## src/rtl/regfile_scoreboard.sv

```systemverilog
// Register file with one write port, two registered read ports (write bypass) and a busy scoreboard.
// Optional macro REGFILE_R0_ZERO_EN hardwires register 0 to zero.
module regfile_scoreboard #(
  parameter int              WIDTH     = 32,
  parameter int              DEPTH     = 16,
  parameter int              ADDR_W    = 4,
  parameter logic [WIDTH-1:0] RESET_VAL = '0
) (
  input  logic              clk,
  input  logic              clr,
  input  logic              wr_en,
  input  logic [ADDR_W-1:0] wr_addr,
  input  logic [WIDTH-1:0]  wr_data,
  input  logic              rsv_en,
  input  logic [ADDR_W-1:0] rsv_addr,
  input  logic              rd_en_a,
  input  logic [ADDR_W-1:0] rd_addr_a,
  output logic [WIDTH-1:0]  rd_data_a,
  output logic              rd_valid_a,
  output logic              hazard_a,
  input  logic              rd_en_b,
  input  logic [ADDR_W-1:0] rd_addr_b,
  output logic [WIDTH-1:0]  rd_data_b,
  output logic              rd_valid_b,
  output logic              hazard_b,
  output logic [DEPTH-1:0]  busy,
  output logic              err
);

`ifdef REGFILE_R0_ZERO_EN
  localparam bit R0_ZERO = 1'b1;
`else
  localparam bit R0_ZERO = 1'b0;
`endif

  localparam logic [ADDR_W:0] DEPTH_L = (ADDR_W+1)'(DEPTH);

  logic [WIDTH-1:0] r_mem [DEPTH];
  logic [DEPTH-1:0] r_busy;
  logic [WIDTH-1:0] r_data_a, r_data_b;
  logic             r_valid_a, r_valid_b, r_haz_a, r_haz_b, r_err;

  function automatic logic in_range(input logic [ADDR_W-1:0] a);
    return ({1'b0, a} < DEPTH_L);
  endfunction

  function automatic logic is_r0(input logic [ADDR_W-1:0] a);
    return R0_ZERO && (a == '0);
  endfunction

  logic             w_wr_in, w_rsv_in, w_a_in, w_b_in;
  logic             w_wr_ok, w_rsv_ok, w_a_hit, w_b_hit, w_a_haz, w_b_haz, w_err_hit;
  logic [WIDTH-1:0] w_a_data, w_b_data;
  logic [DEPTH-1:0] w_busy_nxt;

  assign w_wr_in  = in_range(wr_addr);
  assign w_rsv_in = in_range(rsv_addr);
  assign w_a_in   = in_range(rd_addr_a);
  assign w_b_in   = in_range(rd_addr_b);

  assign w_wr_ok  = wr_en && w_wr_in && !is_r0(wr_addr);
  assign w_rsv_ok = rsv_en && w_rsv_in && !is_r0(rsv_addr);

  // Bypass only from a write that will actually land in storage
  assign w_a_hit = w_wr_ok && (wr_addr == rd_addr_a);
  assign w_b_hit = w_wr_ok && (wr_addr == rd_addr_b);

  always_comb begin
    w_a_data = '0;
    w_a_haz  = 1'b0;
    if (w_a_in && !is_r0(rd_addr_a)) begin
      w_a_data = w_a_hit ? wr_data : r_mem[rd_addr_a];
      w_a_haz  = r_busy[rd_addr_a] && !w_a_hit;
    end
  end

  always_comb begin
    w_b_data = '0;
    w_b_haz  = 1'b0;
    if (w_b_in && !is_r0(rd_addr_b)) begin
      w_b_data = w_b_hit ? wr_data : r_mem[rd_addr_b];
      w_b_haz  = r_busy[rd_addr_b] && !w_b_hit;
    end
  end

  // Write-back clears first so a same-cycle reservation wins
  always_comb begin
    w_busy_nxt = r_busy;
    if (w_wr_ok)  w_busy_nxt[wr_addr]  = 1'b0;
    if (w_rsv_ok) w_busy_nxt[rsv_addr] = 1'b1;
  end

  assign w_err_hit = (wr_en && !w_wr_in) || (rsv_en && !w_rsv_in) ||
                     (rd_en_a && !w_a_in) || (rd_en_b && !w_b_in);

  always_ff @(posedge clk) begin
    if (clr) begin
      for (int i = 0; i < DEPTH; i++) r_mem[i] <= RESET_VAL;
    end else if (w_wr_ok) begin
      r_mem[wr_addr] <= wr_data;
    end
  end

  always_ff @(posedge clk) begin
    if (clr) begin
      r_busy    <= '0;
      r_data_a  <= '0;
      r_data_b  <= '0;
      r_valid_a <= 1'b0;
      r_valid_b <= 1'b0;
      r_haz_a   <= 1'b0;
      r_haz_b   <= 1'b0;
      r_err     <= 1'b0;
    end else begin
      r_busy    <= w_busy_nxt;
      r_valid_a <= rd_en_a;
      r_valid_b <= rd_en_b;
      if (rd_en_a) begin
        r_data_a <= w_a_data;
        r_haz_a  <= w_a_haz;
      end
      if (rd_en_b) begin
        r_data_b <= w_b_data;
        r_haz_b  <= w_b_haz;
      end
      if (w_err_hit) r_err <= 1'b1;
    end
  end

  assign rd_data_a  = r_data_a;
  assign rd_valid_a = r_valid_a;
  assign hazard_a   = r_haz_a;
  assign rd_data_b  = r_data_b;
  assign rd_valid_b = r_valid_b;
  assign hazard_b   = r_haz_b;
  assign busy       = r_busy;
  assign err        = r_err;

endmodule

```

## config.mk

```make
export PLATFORM = sky130hd
export DESIGN_NAME = regfile_scoreboard
export DESIGN_NICKNAME = d
export VERILOG_FILES = /design/src/rtl/regfile_scoreboard.sv
export SDC_FILE = /design/constraint.sdc
export NUM_CORES = 1
export LEC_CHECK = 0
export CAP_MARGIN = 15
export CORE_MARGIN = 5
export CORE_UTILIZATION = 45
export DETAILED_ROUTE_END_ITERATION = 8
export PLACE_DENSITY = 0.74
export SLEW_MARGIN = 15
export SYNTH_ARGS = -nofsm -noshare
export SYNTH_HDL_FRONTEND = slang
export SYNTH_SLANG_ARGS = --single-unit
```

## constraint.sdc

```tcl
create_clock -name clk -period 3.3 [get_ports clk]
set_input_delay 0.99 -clock clk [delete_from_list [all_inputs] [get_ports clk]]
set_output_delay 0.99 -clock clk [all_outputs]
set_load 0.05 [all_outputs]
```

== Yosys cells after proc, flatten, opt, wreduce, memory -nomap -nowiden ==
Memory sizes are Yosys's and may differ from the RTL's. A register that Yosys moved wholly into a read port is not among the register bits.
Index checks and enable logic that the tools add are counted.

* Input port bits: 54
* Bits in registers: 20
* Bits in writable memories: 512
* Memories: 1
* Logic and storage cells: 44
* Output and inout bits: 85

{| class="wikitable"
|+ Memories
! memory !! words !! bits a word !! read ports !! clocked after Yosys merged registers in !! write ports !! line !! source
|-
| r_mem || 16 || 32 || 2 || 2 || 16 || 38 || <nowiki>logic [WIDTH-1:0] r_mem [DEPTH];</nowiki>
|}

* Equality and inequality tests: 2
* $lt $le $gt $ge: 6
* Reductions and logical operators: 9
* Bitwise gates (word level): 3
* Multiplexer cells: 18

{| class="wikitable"
|+ Operators with widths
! operator !! number
|-
| 16-bit 2-to-1 mux || 2
|-
| 32-bit 2-to-1 mux || 1
|-
| 32-bit OR reduction || 1
|-
| 4-bit by 5-bit < comparator with 1-bit output, second input constant || 4
|-
| 16-bit AND || 1
|-
| 16-bit NOT || 1
|-
| 16-bit OR || 1
|-
| 1-bit 2-to-1 mux || 10
|-
| 1-bit binary-select mux with 4-bit select || 2
|-
| 1-bit demux with 4-bit select || 2
|-
| 4-bit equality test || 2
|-
| 4-bit by 1-bit greater-or-equal comparator with 1-bit output, second input constant || 2
|-
| 1-bit logical AND || 6
|-
| 4-bit 2-to-1 mux || 1
|-
| 1-bit zero test || 2
|}

== Longest topological paths before layout ==
* Depth in word-level cells: 9
* Mapped depth: 8

== Worst setup path after synthesis ==
Ideal clock, no wire load.

* Path type: input to register
* Start: input wr_addr[0]
* End: memory r_mem[15][0], enable pin
* Path buffers: 1
* Data required time: 2.872 ns
* Arrival: 2.985 ns
* Cell stages on the path: 3
* Library setup time: 0.428 ns
* Path slack: -0.113 ns
* Cells stage by stage: clkbuf_1 -> nand2_1 -> o21bai_1

{| class="wikitable"
|+ RTL lines
! item !! line !! source
|-
| start, declared || 12 || <nowiki>input logic [ADDR_W-1:0] wr_addr,</nowiki>
|-
| end, declared || 38 ||
|}

== Final worst setup path ==
* Start: register r_data_a[21] (netlist: rd_data_a[21]), read port of r_mem
* End: output rd_data_a[21]

{| class="wikitable"
|+ RTL lines
! item !! line !! source
|-
| start, declared || 40 || <nowiki>logic [WIDTH-1:0] r_data_a, r_data_b;</nowiki>
|-
| end, declared || 18 || <nowiki>output logic [WIDTH-1:0] rd_data_a,</nowiki>
|}

No word-level cell between the ends.

==> flow_summary.json <==
{
  "drc": 0,
  "postSynthAreaPerCell_um2": 13.37,
  "ys_seq_area_frac": 0.5435,
  "finalHoldViolCount": 0,
  "final_common_cell": "and2_1",
  "worstMarginPinSlew_ns": 0.9284,
  "layout-drive-gt1-share": 0.2106,
  "max_freq_mhz": 337.3,
  "synthDistinctLibCells": 47,
  "crit_path_end_kind": "output port",
  "startpoint_type": "flip-flop",
  "clk_latency_ns": 0.62,
  "synth.area.top_cells": "edfxtp_1 (49%), mux4_2 (13%), and2_1 (10%)",
  "setup_viol": 0,
  "io_buffers": 137,
  "drt-wirelength-per-cell_um": 30.65,
  "antenna_found_initial": 5,
  "grtUsageTotal": 0.2746,
  "leakage_nw": 13.09,
  "finalPower_mw": 19.33,
  "final_cells": 3430,
  "place_area_mm2": 0.03456,
  "final.setup.tns_ns": 0,
  "cpMaxStageDelayCell": "clkdlybuf4s50_1",
  "hp-class": "flip-flop to flip-flop",
  "htreeDepth": 3,
  "rows": 96,
  "cts.sinks": 596,
  "io_pins": 139,
  "drt_iter0_markers": 3151,
  "cap_violations": 0,
  "routed-via-count": 22330,
  "layout.nets": 2498,
  "placed_cells": 3306,
  "ys_ff_latch": 596,
  "fin_util": 0.5350,
  "crit_buf_inv": 1,
  "finalWorstPathRequiredPeriod_ns": 2.965,
  "final_area_mm2": 0.03682,
  "outcome": "complete, no violations",
  "worstPathArrival_ns": 1.97,
  "power_density_mw_per_mm2": 525.1,
  "viasPerCell": 6.509,
  "path_class": "flip-flop to output port",
  "gp_congestion": 0.8967,
  "grt_max_degree": 48,
  "synth_nets": 2402,
  "timing.critical_path.max_delay_family": "buffers and inverters",
  "ctsHoldBuffers": 0,
  "dieArea_mm2": 0.07513,
  "yosysWarnings": 0,
  "layout_common_cells": "and2_1 (513), edfxtp_1 (512), mux4_2 (185)",
  "path_max_fanout": 2,
  "crit_cells": 1,
  "synthArstFlopShare": 0,
  "nFillCells": 5515,
  "synth_top_area_cell": "edfxtp_1",
  "holdPathStages": 2,
  "die_w_um": 274.1,
  "synthCells": 2348,
  "synth_top_area_share": 0.4899,
  "drtPass1Iterations": 6,
  "grt_pass1_wl_mm": 152.0,
  "initial_core_util": 0.4560,
  "clock_skew_ns": 0.02527,
  "clk_path_buf_depth": 3,
  "ctsResizeCount": 0,
  "slew_viol_final": 0,
  "netlist_area_mm2": 0.03139,
  "cts_tree": "built",
  "clk_pin_slew_ns": 0.06,
  "drt_wl_total_mm": 105.1,
  "overflow": 0,
  "crit_chain": "clkdlybuf4s50_1",
  "ir_drop_uv": 299.4,
  "maxSlewHeadroom": 0.3804,
  "dp_hpwl_mm": 63.07,
  "chipHeight_um": 274.1,
  "ant_nets": 0,
  "syn_to_final_growth_pct": 17.32,
  "cp_data_required_time_ns": 2.31,
  "cts-root-buf": "clkbuf_16",
  "synth_flop_cell": "edfxtp_1",
  "synth_edf_count": 512,
  "worstRegToRegCells": 3,
  "critical-path-max-stage-delay_ns": 0.87,
  "fin_crit_sh": 0.8984,
  "numCtsBuffers": 67,
  "first_global_vias": 22610,
  "coreArea_mm2": 0.06883,
  "postCtsSetupBuffers": 0,
  "rsz0062_at_grt": "no"
}
## kinds of logic (layout without fill, tap and decap cells)
family,Yosys count,after routing,synth area share
flops,596,596,0.5435
xor+xnor,8,8,0.002472
other cells,1,2,0.0001195
mux,391,391,0.2081
simple gates,819,819,0.1439
buf+inv,249,399,0.03668
compound gates,284,284,0.06522
## registers in the layout (all words and copies together) (netlist names)
name and cells:
rd_valid_b 1, hazard_a 1, rd_data_a 32, busy 16
rd_valid_a 1, hazard_b 1, rd_data_b 32, r_mem 512
## report_power, final
part / internal, mW / switching [mW]
combinational: 1.10 / 1.58
sequential: 8.65 / 0.306
clock: 4.57 / 3.13
total: 14.3 / 5.01
## layout make-up
type / count / area [um2] / share of cell area
inverters: 15 / 56.30 / 0.001529
clock buffers: 88 / 1869 / 0.05077
multi-input cells: 1503 / 13320 / 0.3618
repair buffers: 261 / 2963 / 0.08047
flip-flops and latches: 596 / 17060 / 0.4632
diodes: 1 / 2.502 / 0.00006796
well taps: 931 / 1165 / 0.03164
clock inverters: 35 / 387.9 / 0.01053
## per-stage QoR
stage / worst slack [ns] / hold WS (ns)
floorplan: -0.04320 / 0.6661
global placement: 0.2109 / 0.4493
detailed placement: 0.1896 / 0.4660
CTS: 0.3298 / 0.4807
global route: 0.3214 / 0.5143
finish: 0.3352 / 0.4775
## path summary, 6_finish.rpt
kind / startpoint / slack (ns) / to
setup / recovery: rd_data_a[21] / 0.34 / rd_data_a[21]
hold / removal: hazard_a / 0.48 / hazard_a
setup reg to reg: busy[7] / 1.68 / hazard_b
hold reg to reg: hazard_a / 0.48 / hazard_a
## synth_stat cells, types with 7 or more instances
cell / count
mux4_2: 185
mux2_2: 48
and2_1: 514
or2_2: 14
nand2_1: 93
clkbuf_1: 146
mux2i_1: 143
xnor2_1: 7
nand3_1: 23
a21o_1: 16
nor2_1: 150
o41ai_1: 64
buf_4: 21
a31oi_1: 64
inv_1: 14
buf_6: 9
edfxtp_1: 512
mux4_1: 15
a221oi_1: 46
o21ai_0: 64
a2bb2oi_1: 18
buf_2: 53
dfxtp_1: 84
## routing by layer
| metal | vias up | wire, um | GRT usage |
|---|---|---|---|
| li1 | 9066 | - | - |
| met1 | 11140 | 37080 | 0.3421 |
| met2 | 1702 | 50310 | 0.4527 |
| met3 | 413 | 11870 | 0.06642 |
| met4 | 4 | 5857 | 0.1321 |
| met5 | - | 18 | 0 |
Note: power is estimated with default switching activity, not from simulation.
